===== config.mk =====
export PLATFORM = sky130hd
export DESIGN_NAME = onchip_mem_arbiter
export DESIGN_NICKNAME = d
export VERILOG_FILES = /design/src/rtl/onchip_mem_arbiter.sv
export SDC_FILE = /design/constraint.sdc
export NUM_CORES = 1
export LEC_CHECK = 0
export BUFFER_PORTS_ARGS = -buffer_cell sky130_fd_sc_hd__buf_2
export CAP_MARGIN = 25
export CORE_AREA = 2 2 101 103
export CTS_BUF_LIST = sky130_fd_sc_hd__clkbuf_8
export DETAILED_ROUTE_END_ITERATION = 8
export DIE_AREA = 0 0 103 105
export GPL_ROUTABILITY_DRIVEN = 0
export GPL_TIMING_DRIVEN = 0
export SETUP_SLACK_MARGIN = 0.02
export SYNTH_ARGS = -nofsm -noshare
export SYNTH_HDL_FRONTEND = slang
export SYNTH_SLANG_ARGS = --single-unit

===== constraint.sdc =====
create_clock -name clk -period 2.4 [get_ports clk]
set_input_delay 0.48 -clock clk [delete_from_list [all_inputs] [get_ports clk]]
set_output_delay 0.48 -clock clk [all_outputs]
set_load 0.02 [all_outputs]

===== src/rtl/onchip_mem_arbiter.sv =====
// ============================================================================
// Module   : onchip_mem_arbiter
// Purpose  : Two-master (instruction/data) front end for a single-port on-chip
//            memory: window decode, one-access-per-cycle arbitration, and
//            1-cycle read data return.
//            Build option: `define ONCHIP_ARB_RR_EN for round-robin
//            arbitration; otherwise the data master has fixed priority.
// Revision : 1.0 - initial release
// ============================================================================
`default_nettype none

module onchip_mem_arbiter #(
    parameter logic [31:0] BASE_ADDR  = 32'h0000_0000,
    parameter int          ADDR_WIDTH = 11
) (
    input  logic                  clk,
    input  logic                  reset,

    input  logic [31:0]           i_address,
    input  logic                  i_read,
    output logic                  i_waitrequest,
    output logic [31:0]           i_readdata,
    output logic                  i_readdatavalid,

    input  logic [31:0]           d_address,
    input  logic                  d_read,
    input  logic                  d_write,
    input  logic [3:0]            d_byteenable,
    input  logic [31:0]           d_writedata,
    output logic                  d_waitrequest,
    output logic [31:0]           d_readdata,
    output logic                  d_readdatavalid,

    output logic [ADDR_WIDTH-1:0] mem_address,
    output logic [3:0]            mem_byteenable,
    output logic                  mem_chipselect,
    output logic                  mem_write,
    output logic [31:0]           mem_writedata,
    output logic                  mem_clken,
    output logic                  mem_debugaccess,
    input  logic [31:0]           mem_readdata,

    output logic                  err_out_of_range,
    input  logic                  err_clear
);

    localparam int c_TAG_LSB = ADDR_WIDTH + 2;

    logic        w_req_i;
    logic        w_req_d;
    logic        w_hit_i;
    logic        w_hit_d;
    logic        w_grant_i;
    logic        w_grant_d;
    logic        w_grant_any;
    logic        w_hit_sel;
    logic        w_rd_grant;
    logic [31:0] w_rsp_data;
    logic        w_unused_bits;

    logic        r_rsp_valid;
    logic        r_rsp_owner;   // 1 = data master
    logic        r_rsp_zero;
    logic        r_err;

    assign w_req_i = i_read;
    assign w_req_d = d_read | d_write;

    assign w_hit_i = (i_address[31:c_TAG_LSB] == BASE_ADDR[31:c_TAG_LSB]);
    assign w_hit_d = (d_address[31:c_TAG_LSB] == BASE_ADDR[31:c_TAG_LSB]);

    // Byte-offset bits play no part in a word-wide memory.
    assign w_unused_bits = &{1'b0, i_address[1:0], d_address[1:0]};

`ifdef ONCHIP_ARB_RR_EN
    logic r_last_d;   // 1 = data master owned the last granted transfer

    always_comb begin
        w_grant_i = 1'b0;
        w_grant_d = 1'b0;
        if (!reset) begin
            if (w_req_i && w_req_d) begin
                if (r_last_d) begin
                    w_grant_i = 1'b1;
                end else begin
                    w_grant_d = 1'b1;
                end
            end else begin
                w_grant_i = w_req_i;
                w_grant_d = w_req_d;
            end
        end
    end

    always_ff @(posedge clk or posedge reset) begin
        if (reset) begin
            r_last_d <= 1'b1;
        end else if (w_grant_i) begin
            r_last_d <= 1'b0;
        end else if (w_grant_d) begin
            r_last_d <= 1'b1;
        end
    end
`else
    always_comb begin
        w_grant_i = 1'b0;
        w_grant_d = 1'b0;
        if (!reset) begin
            w_grant_d = w_req_d;
            w_grant_i = w_req_i & ~w_req_d;
        end
    end
`endif

    assign w_grant_any = w_grant_i | w_grant_d;
    assign w_hit_sel   = w_grant_i ? w_hit_i : w_hit_d;
    // A combined read+write from the data master is a write and yields no response.
    assign w_rd_grant  = w_grant_i | (w_grant_d & ~d_write);

    assign i_waitrequest = reset | (w_req_i & ~w_grant_i);
    assign d_waitrequest = reset | (w_req_d & ~w_grant_d);

    assign mem_address     = w_grant_i ? i_address[ADDR_WIDTH+1:2] : d_address[ADDR_WIDTH+1:2];
    assign mem_byteenable  = w_grant_i ? 4'hF : d_byteenable;
    assign mem_writedata   = d_writedata;
    assign mem_chipselect  = w_grant_any & w_hit_sel;
    assign mem_write       = w_grant_d & d_write & w_hit_sel;
    assign mem_clken       = ~reset;
    assign mem_debugaccess = 1'b1;

    always_ff @(posedge clk or posedge reset) begin
        if (reset) begin
            r_rsp_valid <= 1'b0;
            r_rsp_owner <= 1'b0;
            r_rsp_zero  <= 1'b0;
            r_err       <= 1'b0;
        end else begin
            r_rsp_valid <= w_rd_grant;
            r_rsp_owner <= w_grant_d;
            r_rsp_zero  <= ~w_hit_sel;
            if (w_grant_any && !w_hit_sel) begin
                r_err <= 1'b1;
            end else if (err_clear) begin
                r_err <= 1'b0;
            end
        end
    end

    assign w_rsp_data      = r_rsp_zero ? 32'h0 : mem_readdata;
    assign i_readdatavalid = r_rsp_valid & ~r_rsp_owner;
    assign d_readdatavalid = r_rsp_valid &  r_rsp_owner;
    assign i_readdata      = i_readdatavalid ? w_rsp_data : 32'h0;
    assign d_readdata      = d_readdatavalid ? w_rsp_data : 32'h0;

    assign err_out_of_range = r_err;

endmodule

`default_nettype wire

==> Word level (Yosys, flattened, before mapping) <==
Cells that the tools add are included.
{ "totals": {"word_cells": 40, "out_inout_bits": 120, "ff_bits": 4, "mem_count": 0, "mem_bits_ro": 0, "input_bits": 138, "ramBits": 0, "latch_bits": 0} }
{ "classes": {"n_lt_le_gt_ge": 0, "shifts": 0, "div_mod_pow": 0, "multipliers": 0, "add_sub_neg": 0, "n_reduce_logical": 5, "bitwise": 21, "eq_ne": 0, "n_mux": 10} }
{ "ops": {"columns": ["operator", "count"], "rows": [
  ["two-way mux 32 bit", 3],
  ["logical NOT 19 bit", 2],
  ["two-way mux 11 bit", 1],
  ["AND 1 bit", 9],
  ["NOT 1 bit", 7],
  ["two-way mux 1 bit", 5],
  ["OR 1 bit", 5],
  ["two-way mux 4 bit", 1],
  ["nonzero test 2 bit", 1],
  ["logical AND 1 bit", 1],
  ["logical NOT 1 bit", 1]
]} }

==> Longest topological paths before layout <==
{ "logic_depth": {"ltp_word": 8, "ltp_mapped": 4, "depth_no_buf": 4} }

==> Worst setup path after synthesis <==
Ideal clock, no wire load.
{ "synth_timing": {"path_type": "in2out", "start": "in reset", "end": "out mem_write", "slack_ns": 0.286, "arrival_ns": 1.634, "t_required_ns": 1.920, "path_stages": 4, "path_buffers": 0, "cell_sequence": "nor4b_4 nand4_1 o22a_1 nor3b_2"} }
{ "synth_via": {"elab_chain_cells": 3, "word_cells_on_any_way": 5} }
{ "synth_lines": {"columns": ["item", "line_no", "source"], "rows": [
  ["from (decl)", "17", "input logic reset,"],
  ["two-way mux 1 bit", "108", "if (!reset) begin"],
  ["AND 1 bit or two-way mux 1 bit (tied branches)", "127, 116", null],
  ["AND 1 bit (*)", "127", "assign mem_write = w_grant_d & d_write & w_hit_sel;"],
  ["to (decl)", "37", "output logic mem_write,"]
]} }
Every way passes the cells marked *; elsewhere a longest branch is shown, timed or not.

==> Worst setup path after layout <==
Same ends and word-level chain as after synthesis.

==> summary.md <==
| Metric | Value |
|---|---|
| Final worst slack | 0.1394 ns |
| Slew Limit Fails | 0 |
| Commonest non-fill, non-tap cell in the layout | buf_2 |
| Initial core utilization | 0.1229 |
| Root buffer cell | clkbuf_8 |
| IO buf count | 220 |
| Post-synth top flop | dfrtp_1 |
| Minimum clock period | 2.261 ns |
| CP cell instances | buf_2 > nor4b_4 > nand4_1 > o22a_1 > nor3b_2 > buf_2 |
| Vias | 2005 |
| Final instance area | 0.002509 sq mm |
| Largest net degree at the start of global routing | 11 |
| RSZ-0062 raised after global routing | no |
| Yosys top cell area share | 0.2091 |
| CTS tree | yes |
| Flop and latch count out of synthesis | 4 |
| Mapped Cells | 192 |
| Width of the die | 103 um |
| WP data required | 1.92 ns |
| Register area share after synthesis | 0.08448 |
| Syn. warnings | 0 |
| Syn nets | 330 |
| Routed wire length | 6.053 mm |
| Maximum clock insertion buffer count | 2 |
| DR top layer | met4 |
| Power per cell area | 202.0 mW/mm^2 |
| Achievable Freq | 0.4424 GHz |
| Max-cap violations | 0 |
| Crit Path Max Fanout | 5 |
| Met3 Routed Length | 454 um |
| Antenna violations before repair | 0 |
| 1st-pass router iterations | 4 |
| Critical path capture point type | output port |
| Final setup viols | 0 |
| Hold crit path type | in2async |
| Metal2 WL | 3.459 mm |
| Period utilization | 0.9419 |
| # clock sinks | 4 |
| M1 WL | 2.108 mm |
| Synth async-reset ratio | 1.000 |
| Place WS | -0.08905 ns |
| Fin. Hold Viols | 0 |
| Lkg Pwr | 1.436 nW |
| Worst VDD drop | 179.0 uV |
| R2r setup slk | 1.69 ns |
| CP dominant cell by count | buf_2 |
| H-tree levels | 1 |
| Total CTS buffers | 3 |
| Most frequent cells in the layout | buf_2 (221), nor2_1 (66), buf_4 (35) |
| Hpwl dp | 5.473 mm |
| Tot Pwr | 0.5067 mW |
| Post_cts resized | 0 |
| CTS clk-pin slew, worst paths | 0.03 ns |
| Die area | 0.01082 sq mm |
| Die extent in y | 105 um |
| Clock skew | 0 ns |
| Final nets | 557 |
| Wirelength per Cell | 11.01 um |
| Outcome | finished, final reports clean |
| IO Count | 258 |
| Crit Path Category | in2out |
| Top post-synthesis cells by area | buf_4 (21%), nor2_1 (21%), nand2b_1 (17%), mux2_2 (10%), dfrtp_1 (8.4%) |
| DRC viols | 0 |
| Netlist cell types | 22 |
| Global Route Usage Sum | 0.09858 |
| Vias in the first global route | 1755 |
| CP max stage cell | nor4b_4 |
| Post-synth EDFFs | 0 |
| Hold slack | 0.2323 ns |
| Worst skew pair latency | 0.22 ns |
| Syn Area/Cell | 6.171 sq um |
| Placed inst area | 0.002452 sq mm |
| Antenna-violating nets left | 0 |
| Diode count | 0 |
| Core ar. | 0.009639 sq mm |
| Area leader, netlist | buf_4 |
| Gr ovfl total | 0 |
| Cell Rows | 36 |
| Layout cells sized above 1 | 0.6643 |
| Slowest stage delay, CP | 0.35 ns |
| Arrival time worst endpoint | 1.78 ns |
| Mapped cell area | 0.001185 sq mm |
| Area delta synth->final | 111.7% |
| Initial DRC count | 58 |
| Critical Path Start Type | primary input |
| First-pass GRT wire length | 8.438 mm |
| Routed vias/inst | 3.645 |
-- metrics by stage --
step,setup TNS (ns),cells,util
after global routing,0,550,0.2603
after global placement,-0.1305,545,0.2544
after floorplan,0,192,-
after CTS,0,550,0.2603
after detailed placement,-0.3165,545,0.2544
final,0,550,0.2603
-- layer usage --
layer | up-vias | GRT usage
met5 | - | 0
met4 | 0 | 0.02726
met3 | 2 | 0.01204
met2 | 127 | 0.2004
met1 | 855 | 0.1006
li1 | 1021 | -
-- cells by family (layout without fill, tap and decap cells) --
family                 after synthesis  count (layout)  synth area share
AOI/OAI and AO/OA                    4               4           0.02534
buffers and inverters               50             275            0.2640
DFF                                  4               4           0.08448
muxes                               11              11            0.1045
other                                1               1          0.003165
and+or+nand+nor                    122             122            0.5185
-- flip-flops by register name, summed over array words and instances, names as in the netlist --
name              cells
err_out_of_range      1
r_rsp_owner           1
r_rsp_valid           1
r_rsp_zero            1
-- final cells by class --
class / instances / area [sq um]
Buffer: 45 / 294.0
Clock buffer: 3 / 41.29
Fill cell: 1097 / 7131
Inverter: 5 / 18.77
Multi-Input combinational cell: 138 / 772.0
Sequential cell: 4 / 100.1
Tap cell: 133 / 166.4
Timing Repair Buffer: 222 / 1116
-- cells in the mapped netlist, types with 2 or more instances --
master,count
or2_2,5
dfrtp_1,4
buf_4,33
nor4_1,8
clkbuf_1,11
nand2b_1,33
nand2_1,3
inv_1,5
nor3_1,2
nor2_1,66
mux2_2,11
-- path summary, 6_finish.rpt --
path / to / cells after the start / start
worst max-delay path: mem_write / 6 / reset
worst min-delay path: err_out_of_range / 2 / reset
worst max register to register: err_out_of_range / 1 / err_out_of_range
worst min register to register: err_out_of_range / 1 / err_out_of_range
max in group asynchronous: r_rsp_zero / 2 / reset
min in group clk: r_rsp_valid / 2 / d_write
-- where the power goes --
| group | total (mW) | switching, mW | internal (mW) |
|---|---|---|---|
| Combinational | 0.293 | 0.145 | 0.148 |
| Sequential | 0.0734 | 0.00207 | 0.0714 |
| Clock | 0.140 | 0.0331 | 0.107 |
| Total | 0.507 | 0.180 | 0.326 |
-- repair_timing --
| action | 4_1_cts | 5_1_grt |
|---|---|---|
| setup buffers | 2 | 0 |
| hold buffers | 0 | 0 |
| endpoints found under the setup margin | 8 | 0 |
-- critical path: cells and delay by family --
| kind | cells | cell delay (ns) |
|---|---|---|
| compound gates | 1 | 0.30 |
| buf+inv | 2 | 0.33 |
| simple gates | 3 | 0.65 |
Note: power is estimated with default switching activity, not from simulation.
